File: config.mk
export PLATFORM = sky130hd
export DESIGN_NAME = add_display_scheduler
export DESIGN_NICKNAME = d
export VERILOG_FILES = /design/src/rtl/add_display_pkg.sv /design/src/rtl/hex_to_seven_seg.sv /design/src/rtl/add_display_scheduler.sv
export SDC_FILE = /design/constraint.sdc
export NUM_CORES = 1
export LEC_CHECK = 0
export BUFFER_PORTS_ARGS = -buffer_cell sky130_fd_sc_hd__buf_2
export CAP_MARGIN = 5
export CORE_UTILIZATION = 57
export DETAILED_ROUTE_END_ITERATION = 16
export MAX_ROUTING_LAYER = met4
export PLACE_DENSITY = 0.77
export SYNTH_ARGS = -nofsm -noshare
export SYNTH_HDL_FRONTEND = slang
export SYNTH_SLANG_ARGS = --single-unit
export TNS_END_PERCENT = 5
File: constraint.sdc
create_clock -name clk -period 3.3 [get_ports clk]
set_input_delay 0.66 -clock clk [delete_from_list [all_inputs] [get_ports clk]]
set_output_delay 0.66 -clock clk [all_outputs]
set_load 0.01 [all_outputs]
File: src/rtl/add_display_pkg.sv
// Shared types and constants for the hex accumulator / multiplexed display block.
package add_display_pkg;

  typedef enum logic [1:0] {
    ST_IDLE,
    ST_ADD,
    ST_CLEAR,
    ST_RELEASE
  } state_t;

  localparam logic SEG_ON = 1'b1;
  localparam logic EN_ON  = 1'b1;

  // Active-high a..g, bit 6 = a, bit 0 = g
  localparam logic [6:0] SEG_TABLE [16] = '{
    7'b1111110, 7'b0110000, 7'b1101101, 7'b1111001,
    7'b0110011, 7'b1011011, 7'b1011111, 7'b1110000,
    7'b1111111, 7'b1111011, 7'b1110111, 7'b0011111,
    7'b1001110, 7'b0111101, 7'b1001111, 7'b1000111
  };

endpackage

File: src/rtl/hex_to_seven_seg.sv
// Combinational hex nibble to active-high a..g segment decoder.
module hex_to_seven_seg
  import add_display_pkg::*;
(
  input  logic [3:0] i_nibble,
  output logic [6:0] o_seg
);

  assign o_seg = SEG_TABLE[i_nibble];

endmodule

File: src/rtl/add_display_scheduler.sv
// Hex accumulator with button-driven add/clear FSM and a time-multiplexed 7-segment scan.
// Optional button debounce enabled by defining ADD_DISPLAY_SCHEDULER_DEBOUNCE_EN.
module add_display_scheduler
  import add_display_pkg::*;
#(
  parameter int unsigned N_DIGITS        = 4,
  parameter int unsigned SCAN_CYCLES     = 16,
  parameter int unsigned DEBOUNCE_CYCLES = 1024
) (
  input  logic                clk,
  input  logic                reset,
  input  logic [3:0]          operand,
  input  logic                add_btn,
  input  logic                clr_btn,
  output logic [6:0]          abcdefg,
  output logic [N_DIGITS-1:0] digit_en,
  output logic                carry,
  output logic                busy
);

  localparam int unsigned ACC_W = 4 * N_DIGITS;
  localparam int unsigned SCW   = (SCAN_CYCLES > 1) ? $clog2(SCAN_CYCLES) : 1;
  localparam int unsigned IDXW  = (N_DIGITS > 1) ? $clog2(N_DIGITS) : 1;
  localparam logic [N_DIGITS-1:0] ONE_HOT0 = {{(N_DIGITS-1){1'b0}}, 1'b1};

  if (SCAN_CYCLES < 2 || DEBOUNCE_CYCLES < 1) begin : g_param_check
    $error("add_display_scheduler: SCAN_CYCLES must be >= 2 and DEBOUNCE_CYCLES >= 1");
  end

  // Bit 0 = add, bit 1 = clear
  logic [1:0] r_sync1, r_sync2;
  logic [1:0] w_btn;

  always_ff @(posedge clk or posedge reset) begin
    if (reset) begin
      r_sync1 <= '0;
      r_sync2 <= '0;
    end else begin
      r_sync1 <= {clr_btn, add_btn};
      r_sync2 <= r_sync1;
    end
  end

`ifdef ADD_DISPLAY_SCHEDULER_DEBOUNCE_EN
  localparam int unsigned DBW = $clog2(DEBOUNCE_CYCLES + 1);
  logic [DBW-1:0] r_db_cnt [2];
  logic [1:0]     r_db_lvl;

  // Filtered level flips only after DEBOUNCE_CYCLES consecutive disagreeing samples
  always_ff @(posedge clk or posedge reset) begin
    if (reset) begin
      r_db_cnt[0] <= '0;
      r_db_cnt[1] <= '0;
      r_db_lvl    <= '0;
    end else begin
      for (int unsigned b = 0; b < 2; b++) begin
        if (r_sync2[b] == r_db_lvl[b]) begin
          r_db_cnt[b] <= '0;
        end else if (r_db_cnt[b] == DBW'(DEBOUNCE_CYCLES - 1)) begin
          r_db_cnt[b] <= '0;
          r_db_lvl[b] <= r_sync2[b];
        end else begin
          r_db_cnt[b] <= r_db_cnt[b] + 1'b1;
        end
      end
    end
  end

  assign w_btn = r_db_lvl;
`else
  assign w_btn = r_sync2;
`endif

  state_t r_state, w_next;
  logic   w_do_add, w_do_clr;

  always_ff @(posedge clk or posedge reset) begin
    if (reset) r_state <= ST_IDLE;
    else       r_state <= w_next;
  end

  always_comb begin
    w_next = r_state;
    case (r_state)
      ST_IDLE: begin
        if (w_btn[1])      w_next = ST_CLEAR;
        else if (w_btn[0]) w_next = ST_ADD;
      end
      ST_ADD:     w_next = ST_RELEASE;
      ST_CLEAR:   w_next = ST_RELEASE;
      ST_RELEASE: if (w_btn == 2'b00) w_next = ST_IDLE;
      default:    w_next = ST_IDLE;
    endcase
  end

  always_comb begin
    w_do_add = 1'b0;
    w_do_clr = 1'b0;
    case (r_state)
      ST_ADD:   w_do_add = 1'b1;
      ST_CLEAR: w_do_clr = 1'b1;
      default:  ;
    endcase
  end

  logic [ACC_W-1:0] r_acc;
  logic [ACC_W:0]   w_sum;
  logic             r_carry, r_busy;

  assign w_sum = {1'b0, r_acc} + {{(ACC_W - 3){1'b0}}, operand};

  // busy tracks the registered state exactly, hence derived from the next state
  always_ff @(posedge clk or posedge reset) begin
    if (reset) begin
      r_acc   <= '0;
      r_carry <= 1'b0;
      r_busy  <= 1'b0;
    end else begin
      r_busy <= (w_next != ST_IDLE);
      if (w_do_clr) begin
        r_acc   <= '0;
        r_carry <= 1'b0;
      end else if (w_do_add) begin
        r_acc   <= w_sum[ACC_W-1:0];
        r_carry <= r_carry | w_sum[ACC_W];
      end
    end
  end

  logic [SCW-1:0]  r_scan_cnt;
  logic [IDXW-1:0] r_scan_idx;

  always_ff @(posedge clk or posedge reset) begin
    if (reset) begin
      r_scan_cnt <= '0;
      r_scan_idx <= '0;
    end else if (r_scan_cnt == SCW'(SCAN_CYCLES - 1)) begin
      r_scan_cnt <= '0;
      r_scan_idx <= (r_scan_idx == IDXW'(N_DIGITS - 1)) ? '0 : r_scan_idx + 1'b1;
    end else begin
      r_scan_cnt <= r_scan_cnt + 1'b1;
    end
  end

  logic [3:0]          w_nibble;
  logic [6:0]          w_seg;
  logic [N_DIGITS-1:0] w_onehot;
  logic [6:0]          r_seg;
  logic [N_DIGITS-1:0] r_digit_en;

  assign w_nibble = r_acc[r_scan_idx * 4 +: 4];
  assign w_onehot = ONE_HOT0 << r_scan_idx;

  hex_to_seven_seg u_dec (
    .i_nibble (w_nibble),
    .o_seg    (w_seg)
  );

  always_ff @(posedge clk or posedge reset) begin
    if (reset) begin
      r_seg      <= '0;
      r_digit_en <= '0;
    end else begin
      r_seg      <= SEG_ON ? w_seg : ~w_seg;
      r_digit_en <= EN_ON ? w_onehot : ~w_onehot;
    end
  end

  assign abcdefg  = r_seg;
  assign digit_en = r_digit_en;
  assign carry    = r_carry;
  assign busy     = r_busy;

endmodule

==> impl.org, run 1 <==
** Power and ir drop
- IR analysis of the VDD net gives a maximum drop of 0.0004257 V.
- Internal power :: 1.038 mW
- Per report_power, the clock group accounts for 25.7% of the total.
- Power per cell area :: roughly 650 nW/µm²
- Static leakage :: 1.163 nW
- Sequential cells burn approximately two fifths of the power.
- Net switching power :: roughly 0.6 mW
- Combinational share of power :: 35.6%
- Switching fraction of total power :: between 30% and 40%

** Worst setup path
- Worst path cell trace :: buf_2, ha_1, inv_1, fa_1, nand2b_1, a211oi_1, buf_2, o21ai_0, a22o_1
- Slowest cell on crit path :: sky130_fd_sc_hd__fa_1
- The largest single stage delay on the critical path is 390 ps.
- Critical path launch point type :: primary input
- Dominant cell type by count on the critical path :: sky130_fd_sc_hd__buf_2
- Among cell families on the critical path, the largest total delay comes from compound AO/OA/AOI/OAI gates.
- The critical path in this run is classified as primary input to register.
- WP data arrival :: between 2000 and 3000 ps
- STA puts the critical path data required time at about 3500 ps.
- Critical path peak fanout :: 9
- The worst setup path is captured at a register.
- Crit path buf inv count :: 3

** Global routing
- For this run, the total global-route usage over all layers was measured as a little under a quarter.
- Entering global routing, the biggest net connects 42 pins.
- Wire length of the first global-routing pass :: 7.127 mm
- Overflow after GRT :: 0
- The number of global-route vias before repair is approximately 1.6k.
- The number of antenna violations at the first check in global routing is 0.

** Placement
- HPWL after detailed placement :: 2.887 mm
- At the placement stage, the worst setup path has a slack of 270.1 ps.
- Port buffering added 20 buffers.
- At the end of routability-driven placement, the weighted congestion stood at roughly 0.8.

** Synth
- Syn Nets :: ~240
- In the synthesized netlist the async set-or-reset flop fraction comes to 100.0%.
- Among all flip-flop cells after synthesis, the most frequent one is sky130_fd_sc_hd__dfrtp_1.
- Yosys mapped a number of flops with a built-in enable equal to 0.
- Total number of yosys warnings :: 0
- Post-synthesis cell count :: 210
- The synthesized netlist contains 51 unique library cells.
- A synthesized cell averages 10.69 µm².
- In this run, synthesis produced a sequential element count of 41.
- The mapped netlist covers 2245 µm².
- After synthesis, flip-flops and latches occupy 45.71% of the total area.

** Clock tree
- Counting the buffers created by CTS gives 5.
- Clock-pin slew was measured on the worst setup and hold paths at 80 ps.
- Clock latency on the worst-skew pair :: 290 ps
- Buffer depth of the longest clock path :: 2
- After clock tree synthesis, the flow added hold-fix buffers numbering 0.
- Clock tree from TritonCTS :: yes
- Clock Root Buffer :: sky130_fd_sc_hd__clkbuf_8
- The H-tree generated during clock tree synthesis spans 2 levels.
- Sinks on the clock net :: 41
- Post-CTS timing repair inserted 0 buffers for setup.
- Gates resized during post-CTS repair numbered 0.

** Detailed routing
- Number of DRC violations after detailed routing :: 0
- Via-to-Cell Ratio :: 5.979
- Number of DRC violations after detailed-routing iteration 0 :: 96
- The routed layout has 1680 vias.
- Dividing the detail-routed wire length by the instance count gives 14.46 µm.
- Post-detailed-route count of antenna-violating nets :: 0
- Final routed wirelength across all metal layers :: between 4 and 5 mm
- For this run, the detailed router's first-pass iteration total came to 4.

** Timing
- Subtracting the final worst setup slack from the clock period gives roughly 2300 ps.
- The final number of max-transition violations was 0.
- For the pin with the worst max-slew slack, the measured transition is 670.7 ps.
- The final hold violation count came to 0.
- Final period utilization :: approximately 71%
- Setup repair after global routing missed its margin :: no
- Fin worst setup slack :: around 950 ps
- Number of setup violations in the final report :: 0
- Timing would allow up to 0.4262 GHz.
- Fin Clk Skew :: 2.418 ps
- Relative max-transition margin :: 55.19%
- Setup TNS Final :: 0 ps

** Floorplan
- From left edge to right edge, the die measures between 60 and 70 µm.
- Starting utilization of the core area :: 60.40%
- The floorplan step defined a die boundary enclosing 4193 µm².
- The floorplan has 22 rows.
- For this design the top-level I/O count stands at 21.
- Area of the core :: between 3000 and 4000 µm²
- The die is 64.76 µm tall.

** Min path
- In this run the worst hold path is classified as register to register.

** Layout
- Post-synthesis to final-layout area growth :: 11.32%
- Share of cells above drive strength 1 :: 15.88%
- After the last flow step, the layout net total stands at 260.
- 0 antenna diodes ended up in the layout.

** Job
- Across the run, the number of max-cap violations was 0.

** Status
- The flow ran to the end, and the final reports show no timing, DRC or antenna violations.
-- synth_stat cells, types with 2 or more instances --
library cell | n | share of area, %
sky130_fd_sc_hd__mux4_2 | 2 | 2.0
sky130_fd_sc_hd__a31oi_1 | 3 | 0.84
sky130_fd_sc_hd__mux2i_1 | 2 | 0.89
sky130_fd_sc_hd__a22o_1 | 2 | 0.78
sky130_fd_sc_hd__o31ai_1 | 5 | 1.7
sky130_fd_sc_hd__a21oi_1 | 14 | 3.1
sky130_fd_sc_hd__o2bb2ai_1 | 2 | 0.78
sky130_fd_sc_hd__buf_6 | 2 | 1.0
sky130_fd_sc_hd__or2_0 | 2 | 0.56
sky130_fd_sc_hd__nor2_1 | 11 | 1.8
sky130_fd_sc_hd__a21o_1 | 2 | 0.67
sky130_fd_sc_hd__nor3_1 | 3 | 0.67
sky130_fd_sc_hd__inv_1 | 17 | 2.8
sky130_fd_sc_hd__clkbuf_1 | 4 | 0.67
sky130_fd_sc_hd__or2_2 | 2 | 0.56
sky130_fd_sc_hd__nor2b_1 | 3 | 0.84
sky130_fd_sc_hd__or4_1 | 4 | 1.3
sky130_fd_sc_hd__ha_1 | 19 | 11
sky130_fd_sc_hd__a41o_1 | 4 | 1.8
sky130_fd_sc_hd__nand3_1 | 8 | 1.8
sky130_fd_sc_hd__mux4_1 | 2 | 2.3
sky130_fd_sc_hd__and4_1 | 2 | 0.78
sky130_fd_sc_hd__nand2_1 | 10 | 1.7
sky130_fd_sc_hd__and3_1 | 3 | 0.84
sky130_fd_sc_hd__and2b_1 | 2 | 0.67
sky130_fd_sc_hd__xor2_1 | 2 | 0.78
sky130_fd_sc_hd__dfrtp_1 | 41 | 46
sky130_fd_sc_hd__nand2b_1 | 5 | 1.4
sky130_fd_sc_hd__o21ai_0 | 10 | 2.2
-- power groups by stage --
stage | clock network, mW | registers (mW) | logic [mW]
6_report | 0.421 | 0.631 | 0.582
5_1_grt | 0.445 | 0.638 | 0.651
4_1_cts | 0.424 | 0.630 | 0.578
3_5_place_dp | 0 | 0.640 | 0.572
3_3_place_gp | 0 | 0.638 | 0.567
2_1_floorplan | 0 | 0.616 | 0.458
-- flip-flops by register name, indices dropped and copies added (netlist names) --
name        cells
abcdefg         7
busy            1
r_sync1         2
r_sync2         2
r_scan_idx      2
digit_en        4
r_acc          16
r_scan_cnt      4
carry           1
r_state         2
-- metal layers --
layer	up-vias	part of all wire (%)	routed length [µm]	track usage (%)
li1	801	-	-	-
met1	809	47	1893	28.39
met2	64	47	1902	36.98
met3	6	5.3	216	4.401
met4	0	1.3	51	8.333
met5	-	0	0	-
-- through the flow --
| stage | total power [mW] | hold slack [ps] | area, µm² | utilization [%] | cells |
|---|---|---|---|---|---|
| after floorplan | 1.074 | 331.2 | 2245 | - | 210 |
| after global placement | 1.205 | 334.1 | 2374 | 63.87 | 272 |
| after detailed placement | 1.212 | 337.9 | 2374 | 63.87 | 272 |
| after CTS | 1.632 | 356.3 | 2494 | 67.10 | 280 |
| after global routing | 1.733 | 364.4 | 2499 | 67.24 | 281 |
| final | 1.634 | 353.9 | 2499 | 67.24 | 281 |
-- final cells by class --
cell class	instances	area, µm²
fill	299	1217
multi-input combinational	144	1109
sequential	41	1026
timing repair buffer	23	120.1
clock buffer	6	82.58
inverter	17	63.81
tap	48	60.06
clock inverter	2	37.54
-- final timing paths --
| check | start | to | slack (ps) | cells after the start |
|---|---|---|---|---|
| min in group asynchronous | reset | r_scan_cnt[0] | 480 | 3 |
| worst min register to register | r_sync1[0] | r_sync2[0] | 350 | 0 |
| worst max register to register | r_acc[0] | r_acc[6] | 980 | 8 |
| worst max-delay path | operand[0] | r_acc[6] | 950 | 9 |
| max in group asynchronous | reset | r_acc[13] | 2470 | 3 |
| worst min-delay path | r_sync1[0] | r_sync2[0] | 350 | 0 |
-- worst register-to-register path: stages (launching register included) --
cell and delay [ps]:
sky130_fd_sc_hd__dfrtp_1 400, sky130_fd_sc_hd__ha_1 190, sky130_fd_sc_hd__inv_1 60, sky130_fd_sc_hd__fa_1 390, sky130_fd_sc_hd__nand2b_1 160, sky130_fd_sc_hd__a211oi_1 380
sky130_fd_sc_hd__buf_2 290, sky130_fd_sc_hd__o21ai_0 100, sky130_fd_sc_hd__a22o_1 260
-- placed cells by master (no fill, tap or decap), drive strengths merged, types with 5 or more instances in the layout --
| master | count |
|---|---|
| o21ai | 10 |
| ha | 19 |
| buf | 23 |
| nand3 | 8 |
| inv | 17 |
| clkbuf | 6 |
| o31ai | 5 |
| nand2 | 10 |
| a21oi | 14 |
| nand2b | 5 |
| dfrtp | 41 |
| nor2 | 11 |
-- cell families after synthesis --
logic type	after synthesis	synth area share, %
adder cells (fa/ha/maj)	20	11.48
AND/OR/NAND/NOR	61	15.05
buffers and inverters	25	4.905
flip-flops	41	45.71
AO/OA/AOI/OAI	53	15.83
multiplexers	8	6.243
XOR/XNOR	2	0.7805
No activity file was read; power rests on OpenSTA's default activity.
==> run 2: changes to the inputs <==
- clock period: 3.3 -> 2.5 ns (I/O delays scaled with it)
==> run 2 against run 1 <==
Register-to-register slack worse by 610 ps. First-iteration DRC count increased by 47%. Worst hold slack lost 49 ps. Critical path depth fell by 3. Core utilization increased by 0.67 points. Wire length up 2.8%.
==> impl.org, run 2 (synthesis gave the netlist of run 1 again) <==
** Timing
- For the final routed database, the setup TNS stands at 0 ps.
- Between clock sinks in the finished design, the worst skew comes to 4.971 ps.
- Setup repair after global routing missed its margin :: no
- Final Max Slew Viols :: 0
- In this run the tightest slew margin relative to its limit is 65.53%.
- For this run, the top clock speed supported by timing is 0.4700 GHz.
- Final count of hold timing violations :: 0
- Post-layout min period :: 2128 ps
- Actual transition at the worst max-transition pin :: ~520 ps
- After layout, the worst setup slack is between 300 and 400 ps.
- Setup violations remaining at the end of the flow were counted as 0.
- The final critical path takes up 85.11% of the cycle.

** Floorplan
- The floorplan has 22 rows.
- Chip Width :: 64.76 µm
- From bottom edge to top edge, the die measures 64.76 µm.
- In this run the count of I/O pins placed on the die edge is 21.
- Starting utilization of the core area :: between 60% and 70%
- Area of the die :: between 4000 and 5000 µm²
- Area of the core :: 3716 µm²

** Detailed routing
- The detailed router placed 1675 vias in this run.
- Post-detailed-route count of antenna-violating nets :: 0
- Number of DRC violations after detailed routing :: 0
- For this block, the routed nets add up to 4.179 mm of wire.
- Dividing the detail-routed wire length by the instance count gives 14.71 µm.
- Initial DRT Pass Iterations :: 4
- For this block, the initial DRC count from the detailed router was between 100 and 150.
- Dividing the detail-routed via count by the number of cells gives 5.898.

** Clock tree
- CTS placed an instance of sky130_fd_sc_hd__clkbuf_8 at the clock tree root.
- Clock buffer count from CTS :: 5
- TritonCTS built the clock tree.
- The clock drives 41 sinks.
- Hold buffers post-CTS :: 0
- Post-CTS sizing :: 0
- Buffer depth of the longest clock path :: 2
- Clock-pin slew was measured on the worst setup and hold paths at 80 ps.
- Post-CTS Setup Bufs :: 0
- For the worst-skew pair, the clock arrives at the later sink with an insertion delay of 300 ps.
- CTS built an H-tree with a depth of 2.

** Worst setup path
- WP data arrival :: 2340 ps
- Following the worst setup path forward leads to its endpoint at abcdefg[5].
- The setup path with the least slack is of type register to register.
- In this run the worst setup path begins at r_scan_idx[0].
- CP Data Required Time :: roughly 2700 ps
- STA classifies the critical path endpoint as a register.
- The worst setup path is launched from a register.
- Cell depth of the worst flop-to-flop path :: 6
- In this run the worst path has a maximum fanout of 9.
- The setup check on the worst reg-to-reg path leaves a slack of roughly 370 ps.
- In this run the critical register-to-register path is captured at abcdefg[5].
- Critical register-to-register path startpoint :: r_scan_idx[0]

** Min path
- Worst hold path class :: primary input to register
- Start point of the worst min-delay path :: clr_btn

** Layout
- Final net count :: approximately 260
- More flip-flops sit in one register than any other, and that register is r_acc.
- Share of cells above drive strength 1 :: 16.95%
- From synthesis to final layout, the design area changed by 12.43%.
- The layout has around 300 filler cells.
- The register with the most flip-flops in the layout has 16 of them.
- Inserted Diodes :: 0
- For this run, the share of the core covered by cells in the final layout is 67.91%.
- Combined area of the multi-input logic cells :: around 1100 µm²
- Most frequent standard cell in the layout excluding fill and tap cells :: sky130_fd_sc_hd__dfrtp_1
- Post-route cell area :: ~2500 µm²
- Most frequent cells in the layout :: sky130_fd_sc_hd__dfrtp_1 (41), sky130_fd_sc_hd__buf_2 (20), sky130_fd_sc_hd__ha_1 (19)
- Reg area :: 1026 µm²

** Placement
- At the placement stage, the worst setup path has a slack of roughly 330 ps.
- Final weighted congestion in routability-driven placement :: 0.8866
- After detailed placement, the total cell area comes to 2404 µm².
- In this run the tool buffered the top-level ports with 20 buffer cells.
- After legalization and detailed placement, the total HPWL measured 2.932 mm.

** Power and ir drop
- Static leakage :: between 1 and 1.5 nW
- Worst ir drop on vdd :: 0.0007051 V
- Overall power consumption after layout is estimated at 2.213 mW.
- Power per cell area :: 876.9 nW/µm²

** Global routing
- The number of global-route vias before repair came to between 1.5k and 2k.
- Antenna violations before repair :: 0
- Entering global routing, the biggest net connects 42 pins.
- Overflow after GRT :: 0
- The first global-routing pass estimated ~7.2 mm of wire.
- Global router's overall resource usage :: 23.44%

** Status
- Status :: completed

** Job
- Max-Cap Viols :: 0
run 2: cell count changes in the layout (fill, tap and decap cells not counted):
cell	previous run	this run
sky130_fd_sc_hd__buf_2	21	20
sky130_fd_sc_hd__buf_4	2	6
run 2: area by class of cell:
type                            instances  area share (%)
Inverter                               17           2.529
Multi-Input combinational cell        144           43.93
Timing Repair Buffer                   26           5.751
Sequential cell                        41           40.65
Tap cell                               48           2.380
Clock buffer                            6           3.272
Clock inverter                          2           1.487
run 2: critical path, cell delays in order (launching register included):
cell                      delay (ps)
sky130_fd_sc_hd__dfrtp_1         550
sky130_fd_sc_hd__mux4_1          700
sky130_fd_sc_hd__inv_1           160
sky130_fd_sc_hd__ha_1            160
sky130_fd_sc_hd__inv_1            50
sky130_fd_sc_hd__mux2_1          290
sky130_fd_sc_hd__a22oi_1         140
run 2: report_power, final:
group          total, mW  switching (mW)  internal [mW]
clock              0.560           0.236          0.325
sequential         0.833          0.0815          0.751
combinational      0.820           0.474          0.346
run 2: worst min-delay path by stage:
stage	end	slack (ps)	depth (start not counted)
final	r_sync1[1]	300	1
after global routing	r_sync1[1]	290	1
after CTS	r_sync1[1]	290	1
after detailed placement	r_sync2[0]	340	0
after global placement	r_sync2[0]	330	0
after floorplan	r_sync2[0]	330	0
run 2: per-stage QoR:
stage	instances	hold WS [ps]
after floorplan	210	331.2
after global routing	284	289.4
after CTS	284	294.5
after global placement	276	332.5
final	284	304.8
after detailed placement	276	335.8
run 2: layer usage:
layer  part of all wire [%]  global-route usage (%)  vias to the layer above
met2                     45                   35.03                       72
met1                     46                   30.32                      783
met3                    6.9                   6.690                       11
met4                    1.8                   8.889                        0
li1                       -                       -                      809
met5                      0                       -                        -
